===== src/rtl/operand_issue_unit.sv =====
// operand_issue_unit: multicycle issue/writeback stage in front of the 16-bit ALU.
// Accepts one instruction at a time, reads rs/rt from an 8-entry register
// file, presents registered operands to the ALU, and writes the result back to rd.
module operand_issue_unit #(
  parameter int DATA_W     = 16,
  parameter bit LDI_SIGNED = 1'b1
) (
  input  logic              clock,
  input  logic              reset,
  input  logic [15:0]       instr_in,
  input  logic              instr_valid,
  output logic              instr_ready,
  output logic [3:0]        alu_opcode,
  output logic [DATA_W-1:0] alu_data1,
  output logic [DATA_W-1:0] alu_data2,
  input  logic [DATA_W-1:0] alu_result,
  output logic              wb_en,
  output logic [2:0]        wb_addr,
  output logic [DATA_W-1:0] wb_data,
  output logic              done,
  input  logic [2:0]        dbg_addr,
  output logic [DATA_W-1:0] dbg_data
);

  localparam logic [3:0] OP_LDI = 4'b0000;
  localparam logic [3:0] OP_ADD = 4'b0010;
  localparam logic [3:0] OP_SUB = 4'b0011;
  localparam logic [3:0] OP_AND = 4'b0111;
  localparam logic [3:0] OP_SLT = 4'b1000;
  localparam logic [3:0] OP_SLL = 4'b1001;

  typedef enum logic [1:0] {
    S_IDLE,
    S_DECODE,
    S_EXECUTE,
    S_WRITEBACK
  } state_t;

  state_t              state_q, state_d;
  logic [15:0]         ir_q, ir_d;
  logic [DATA_W-1:0]   result_q, result_d;
  logic [3:0]          alu_opcode_q, alu_opcode_d;
  logic [DATA_W-1:0]   alu_data1_q, alu_data1_d;
  logic [DATA_W-1:0]   alu_data2_q, alu_data2_d;
  logic                wb_en_q, wb_en_d;
  logic                done_q, done_d;
  logic                ready_q, ready_d;
  logic [DATA_W-1:0]   regs_q [8];
  logic [DATA_W-1:0]   regs_d [8];

  // Instruction fields, always decoded from the latched IR.
  logic [3:0]        opcode;
  logic [2:0]        rd, rs, rt;
  logic [8:0]        imm9;
  logic [DATA_W-1:0] ldi_value;

  assign opcode    = ir_q[15:12];
  assign rd        = ir_q[11:9];
  assign rs        = ir_q[8:6];
  assign rt        = ir_q[5:3];
  assign imm9      = ir_q[8:0];
  assign ldi_value = {{(DATA_W-9){LDI_SIGNED & imm9[8]}}, imm9};

  function automatic logic is_alu_op(input logic [3:0] op);
    return op inside {OP_ADD, OP_SUB, OP_AND, OP_SLT, OP_SLL};
  endfunction

  function automatic logic writes_reg(input logic [3:0] op);
    return is_alu_op(op) || (op == OP_LDI);
  endfunction

  // Next-state, datapath and register-file update for the four-phase sequence.
  always_comb begin
    // NOTE: every variable assigned here gets its hold value first, so no path
    // leaves one unassigned and no latch is inferred.
    state_d      = state_q;
    ir_d         = ir_q;
    result_d     = result_q;
    alu_opcode_d = alu_opcode_q;
    alu_data1_d  = alu_data1_q;
    alu_data2_d  = alu_data2_q;
    regs_d       = regs_q;

    case (state_q)
      S_IDLE: begin
        if (instr_valid && ready_q) begin
          ir_d    = instr_in;
          state_d = S_DECODE;
        end
      end
      S_DECODE: begin
        alu_opcode_d = opcode;
        alu_data1_d  = (rs == 3'd0) ? '0 : regs_q[rs];
        alu_data2_d  = (rt == 3'd0) ? '0 : regs_q[rt];
        if (is_alu_op(opcode)) begin
          state_d = S_EXECUTE;
        end else begin
          if (opcode == OP_LDI) result_d = ldi_value;
          state_d = S_WRITEBACK;
        end
      end
      S_EXECUTE: begin
        result_d = alu_result;
        state_d  = S_WRITEBACK;
      end
      S_WRITEBACK: begin
        // r0 is hard-wired to zero: the strobe still fires but nothing is stored.
        if (wb_en_q && (rd != 3'd0)) regs_d[rd] = result_q;
        state_d = S_IDLE;
      end
      default: state_d = S_IDLE;
    endcase

    // Handshake and writeback strobes are registered from the state being entered.
    ready_d = (state_d == S_IDLE);
    done_d  = (state_d == S_WRITEBACK);
    wb_en_d = (state_d == S_WRITEBACK) && writes_reg(opcode);
  end

  // State, pipeline registers and register file; reset aborts any instruction.
  always_ff @(posedge clock or posedge reset) begin
    if (reset) begin
      state_q      <= S_IDLE;
      ir_q         <= '0;
      result_q     <= '0;
      alu_opcode_q <= '0;
      alu_data1_q  <= '0;
      alu_data2_q  <= '0;
      wb_en_q      <= 1'b0;
      done_q       <= 1'b0;
      ready_q      <= 1'b0;
      // NOTE: the register file is architecturally visible and must read zero
      // after reset, so it is built from resettable flops rather than a RAM.
      for (int i = 0; i < 8; i++) regs_q[i] <= '0;
    end else begin
      // NOTE: sequential state uses non-blocking assignment so every flop
      // samples the values computed before this edge.
      state_q      <= state_d;
      ir_q         <= ir_d;
      result_q     <= result_d;
      alu_opcode_q <= alu_opcode_d;
      alu_data1_q  <= alu_data1_d;
      alu_data2_q  <= alu_data2_d;
      wb_en_q      <= wb_en_d;
      done_q       <= done_d;
      ready_q      <= ready_d;
      regs_q       <= regs_d;
    end
  end

  assign instr_ready = ready_q;
  assign alu_opcode  = alu_opcode_q;
  assign alu_data1   = alu_data1_q;
  assign alu_data2   = alu_data2_q;
  assign wb_en       = wb_en_q;
  assign wb_addr     = rd;
  assign wb_data     = result_q;
  assign done        = done_q;

  // Debug read sees the pre-write value during the writeback cycle.
  assign dbg_data = (dbg_addr == 3'd0) ? '0 : regs_q[dbg_addr];

endmodule


===== config.mk =====
export PLATFORM = sky130hd
export DESIGN_NAME = operand_issue_unit
export DESIGN_NICKNAME = d
export VERILOG_FILES = /design/src/rtl/operand_issue_unit.sv
export SDC_FILE = /design/constraint.sdc
export NUM_CORES = 1
export LEC_CHECK = 0
export ABC_AREA = 1
export ABC_CLOCK_PERIOD_IN_PS = 10800
export CORE_MARGIN = 5
export CORE_UTILIZATION = 40
export CTS_CLUSTER_SIZE = 30
export DETAILED_ROUTE_END_ITERATION = 10
export SYNTH_ARGS = -nofsm -noshare
export SYNTH_HDL_FRONTEND = slang
export SYNTH_SLANG_ARGS = --single-unit

===== constraint.sdc =====
create_clock -name clock -period 10.8 [get_ports clock]
set_input_delay 1.08 -clock clock [delete_from_list [all_inputs] [get_ports clock]]
set_output_delay 1.08 -clock clock [all_outputs]
set_load 0.03 [all_outputs]

==> results_dict.tcl <==
set metrics [dict create \
    dieArea_um2 30600 \
    fin_ws_ps 5770 \
    initial_core_util_pct 40.4 \
    clock.fmax_mhz 199 \
    drive_above_1_share_pct 5.63 \
    synthMuxAreaShare_pct 0.518 \
    ant_nets 0 \
    drc_errors 0 \
    yosys_warnings 0 \
    dr.pass1.iters 6 \
    antenna_found_initial 1 \
    placed_cells 1807 \
    post_cts_buffers 0 \
    p_per_area_nw_per_um2 309 \
    rsz0062_at_grt "no" \
    io_pins 112 \
    r2r_start "ir_q[3]" \
    slew_violations 0 \
    synthXorXnorAreaFrac_pct 0 \
    pre_cts_ws_ps 5800 \
    seq_area_frac_synth_pct 46.3 \
    tightest_slew_ps 1030 \
    synth_area_per_cell_um2 7.45 \
    cts_root_buffer "clkbuf_16" \
    via_per_inst 5.39 \
    cts_hold_buf 0 \
    status "complete, no violations" \
    cts.sinks 201 \
    netlist_area_um2 10900 \
    yosysUniqueCellTypes 27 \
    gp_congestion 0.849 \
    cts_tree "yes" \
    route.met3.wl_um 3270 \
    ctsResizeCount 0 \
    clock_latency_ps 530 \
    htreeDepth 1 \
    die_h_um 175 \
    power_mw 3.94 \
    portBuffers 111 \
    syn-num-nets 1502 \
    grt_pass1_wl_um 55800 \
    yosys.area_share.simple_pct 28.1 \
    grt_start_max_net_pins 98 \
    first_iter_violations 991 \
    tns_ps 0 \
    r2r_end "alu_data2[1]" \
    cp-end-kind "output pin" \
    synth_compound_area_share_pct 14.4 \
    drv_cap 0 \
    wl_met2_um 15300 \
    finalWirelength_um 34900 \
    cp-startpoint "dbg_addr[1]" \
    rrSetupSlack_ps 7950 \
    crit_arrival_ps 3950 \
    dp_hpwl_um 21400 \
    grt_overflow 0 \
    numCtsBuffers 24 \
    fin_crit_sh_pct 46.6 \
    endpoint "dbg_data[1]" \
    num_vias 9986 \
    clock_skew_ps 30.2 \
    grt_pass1_vias 9758 \
    ys_ff_latch 201 \
    dr.max_layer_used "met4" \
    layout.cells.non_filler 1851 \
    final_nets 1535 \
    critical_path_class "in -> out" \
    max_slew_margin_pct 31.6 \
    core_um2 26900 \
    peakVddDrop_mv 0.159 \
    setup_viol 0 \
    yosys.area_share.adder_pct 0.576 \
    syn_inst 1459 \
    clockBufferDepth 3 \
    cp_max_fo 49 \
    p_leak_nw 6.05 \
    rr_worst_depth 7 \
    path_clk_slew_ps 60 \
    dpl-instance-area_um2 11900 \
    crit_required_ps 9720 \
    fin_crit_ps 5030 \
    wl_per_cell_um 18.8 \
    wl_met1_um 15200 \
    final_area_um2 12800 \
    min-delay-path-class "reg -> reg" \
    die_w_um 175 \
    grt_usage_pct 22.8 \
    num_rows 60 \
    antennaDiodeCount 0 \
    synth_top_family_by_area "simple AND/OR/NAND/NOR gates" \
    syn2layout_area_growth_pct 17.3 \
    start_kind "input pin" \
    hold_viol 0 \
]
stage by stage:
stage / hold WS, ps / utilization [%]
floorplan: 430 / -
global placement: 365 / 44.1
detailed placement: 367 / 44.1
CTS: 381 / 47.4
global route: 389 / 47.4
finish: 377 / 47.4
metal layers:
layer  up-vias  GRT usage [%]
li1       4818              -
met1      4623           32.0
met2       457           36.0
met3        88           4.07
met4         0           7.50
met5         -              0
logic make-up (layout without fill, tap and decap cells):
logic type               count (synthesis)  after routing
AND/OR/NAND/NOR                        736            736
AO/OA/AOI/OAI                          278            278
buffers and inverters                  234            285
flip-flops                             201            201
adder cells (fa/ha/maj)                  5              5
multiplexers                             5              5
synthesized netlist by cell type, drive strengths merged:
cell type / instances / share of area [%]
clkbuf: 33 / 1.2
o21ai: 184 / 8.5
dfrtp: 201 / 46
o31ai: 1 / 0.069
a21boi: 1 / 0.069
mux2: 5 / 0.52
ha: 5 / 0.58
clkinv: 2 / 0.069
buf: 85 / 5.0
nand4: 1 / 0.058
nand3: 184 / 8.7
o211ai: 65 / 4.5
inv: 114 / 3.9
nor2: 70 / 2.6
a21oi: 27 / 1.2
nand2: 481 / 17
layout make-up:
cell class | count | area [µm²]
Tap cell | 341 | 427
Clock buffer | 29 | 651
Fill cell | 2672 | 14100
Inverter | 116 | 443
Multi-Input combinational cell | 1024 | 4740
Clock inverter | 15 | 245
Timing Repair Buffer | 125 | 1210
Sequential cell | 201 | 5030
worst max-delay path, stage by stage:
cell,delay (ps)
clkdlybuf4s50_1,460
buf_4,500
inv_1,470
nand2_2,480
nand2_1,100
nor2_1,150
clkdlybuf4s50_1,710
registers in the layout (all words and copies together), names as in the netlist:
| name | flops |
|---|---|
| done | 1 |
| state_q | 2 |
| alu_opcode | 4 |
| wb_data | 16 |
| regs_q | 128 |
| instr_ready | 1 |
| alu_data2 | 16 |
| wb_en | 1 |
| alu_data1 | 16 |
| ir_q | 16 |
how the worst min path moves through the flow:
stage | startpoint | to | slack (ps) | cells after the start
finish | regs_q[120] | regs_q[120] | 380 | 0
global route | regs_q[126] | regs_q[126] | 390 | 0
CTS | regs_q[122] | regs_q[122] | 380 | 0
detailed placement | regs_q[117] | regs_q[117] | 370 | 0
global placement | regs_q[114] | regs_q[114] | 370 | 0
floorplan | regs_q[112] | regs_q[112] | 430 | 1
layout by cell type, fill, tap and decap left out, drive strengths merged, types with 27 or more instances in the layout:
master / n
nand3: 184
clkdlybuf4s50: 110
o211ai: 65
o21ai: 184
dfrtp: 201
clkbuf: 29
inv: 115
a21oi: 27
nand2: 481
nor2: 70
power by group:
part           leakage, nW  switching (mW)  internal, mW  total [mW]
registers             2.66           0.201          1.01        1.21
clock network        0.438           0.332         0.576       0.908
logic                 2.95            1.22         0.591        1.82
Power figures use the tool's default switching activity.
==> variant, RTL diff (config.mk and constraints unchanged) <==
The parameter `DATA_W` goes from 16 to 32.
--- a/src/rtl/operand_issue_unit.sv
+++ b/src/rtl/operand_issue_unit.sv
@@ -2,7 +2,7 @@
 // Accepts one instruction at a time, reads rs/rt from an 8-entry register
 // file, presents registered operands to the ALU, and writes the result back to rd.
 module operand_issue_unit #(
-  parameter int DATA_W     = 16,
+  parameter int DATA_W     = 32,
   parameter bit LDI_SIGNED = 1'b1
 ) (
   input  logic              clock,
Ports: changed (5 resized); port bits go from 112 to 192. No check against the original RTL was run, so the function may have changed too.
==> variant against the unedited design <==
  * Power increased by 85%
  * Worst setup slack lost 0.076 ns
  * Final area up 88%
  * Area after synthesis up 87%
  * Non-clock buffer count increased by 101
  * Sequential cell count up 176
  * Routed wire length grew 110%
  * Utilization rose by 0.12 points
  * Critical path type unchanged
  * Critical endpoint is now dbg_data[31]
==> variant: results (changes against the unedited design) <==
| Metric | Value |
|---|---|
| Number of CTS-inserted buffers | `44 (was 24)` |
| LEAKAGE | `11.28 nW (was 6.050 nW)` |
| H-tree depth | `2 (was 1)` |
| Rows | `82 (was 60)` |
| Multi-input gate area | `9171 sq um (was 4737 sq um)` |
| Vias | `19710 (was 9986)` |
| Routed length on met2 | `32110 microns (was 15280 microns)` |
| Fmax | `0.1957 GHz (was 0.1987 GHz)` |
| Worst Tran Pin Value | `1.243 ns (was 1.026 ns)` |
| HP Start | `regs_q[226]$_DFFE_PP0P_ (was regs_q[120]$_DFFE_PP0P_)` |
| Top cells by count, synth | `nand2_1, dfrtp_1, o21ai_0 (was nand2_1, dfrtp_1, nand3_1)` |
| RD Place Congestion | `0.8246 (was 0.8485)` |
| Clk cell area share | `0.06096 (was 0.07026)` |
| Gate Count Post-Synth | `2873 (was 1459)` |
| Worst Skew | `0.01416 ns (was 0.03023 ns)` |
| Inverters | `218 (was 116)` |
| DP Wirelength | `40100 microns (was 21370 microns)` |
| Worst skew pair latency | `0.58 ns (was 0.53 ns)` |
| Largest net degree at the start of global routing | `105 (was 98)` |
| Port Buffer Count | `191 (was 111)` |
| Vias in the first global route | `18960 (was 9758)` |
| M1 WL | `31880 microns (was 15160 microns)` |
| Compound-cell area share of the yosys netlist | `0.1402 (was 0.1438)` |
| Worst reg2reg path depth | `6 (was 7)` |
| Register Area | `9445 sq um (was 5035 sq um)` |
| Critical path peak fanout | `88 (was 49)` |
| Routed WL | `72470 microns (was 34860 microns)` |
| Flop2flop setup slack | `8.06 ns (was 7.95 ns)` |
| Status | `complete, no violations (unchanged)` |
| Sequential fraction of the synthesis area | `0.4640 (was 0.4627)` |
| Fillers | `5000 (was 2672)` |
| Multi-In Gates | `2043 (was 1024)` |
| Worst Setup EP | `dbg_data[31] (was dbg_data[1])` |
| Critical Path AT | `4.03 ns (was 3.95 ns)` |
| Hold EP | `regs_q[226]$_DFFE_PP0P_ (was regs_q[120]$_DFFE_PP0P_)` |
| Cell Area, Placed | `22450 sq um (was 11860 sq um)` |
| Fraction of area in multi-input gates | `0.3836 (was 0.3715)` |
| Synth top area cells | `dfrtp_1, nand2_1, o21ai_0 (was dfrtp_1, nand2_1, nand3_1)` |
| VDD IR max | `236.8 uV (was 159.3 uV)` |
| Buffering overhead | `0.09079 (was 0.09518)` |
variant: cell types whose count changed after synthesis, moves of 68 or more:
cell	change
a21oi_1	+68
clkbuf_1	+117
dfrtp_1	+176
inv_1	+105
nand2_1	+546
nand3_1	+83
nor2_1	+123
o21ai_0	+160
variant: where the power goes:
group / switching [mW] / internal [mW] / total, mW
registers: 0.503 / 1.89 / 2.40
clock network: 0.609 / 0.905 / 1.51
logic: 2.30 / 1.07 / 3.36
variant: layer usage:
layer | global-route usage | vias up
li1 | - | 9284
met1 | 0.3530 | 9391
met4 | 0.08110 | 0
met2 | 0.3977 | 876
met5 | 0 | -
met3 | 0.05049 | 162
variant: worst max-delay path, stage by stage:
cell and delay (ns):
buf_4 0.45, buf_4 0.89, o211ai_1 0.19, nand3_1 0.14, nand2_1 0.07, nor2_1 0.31, clkdlybuf4s50_1 0.74
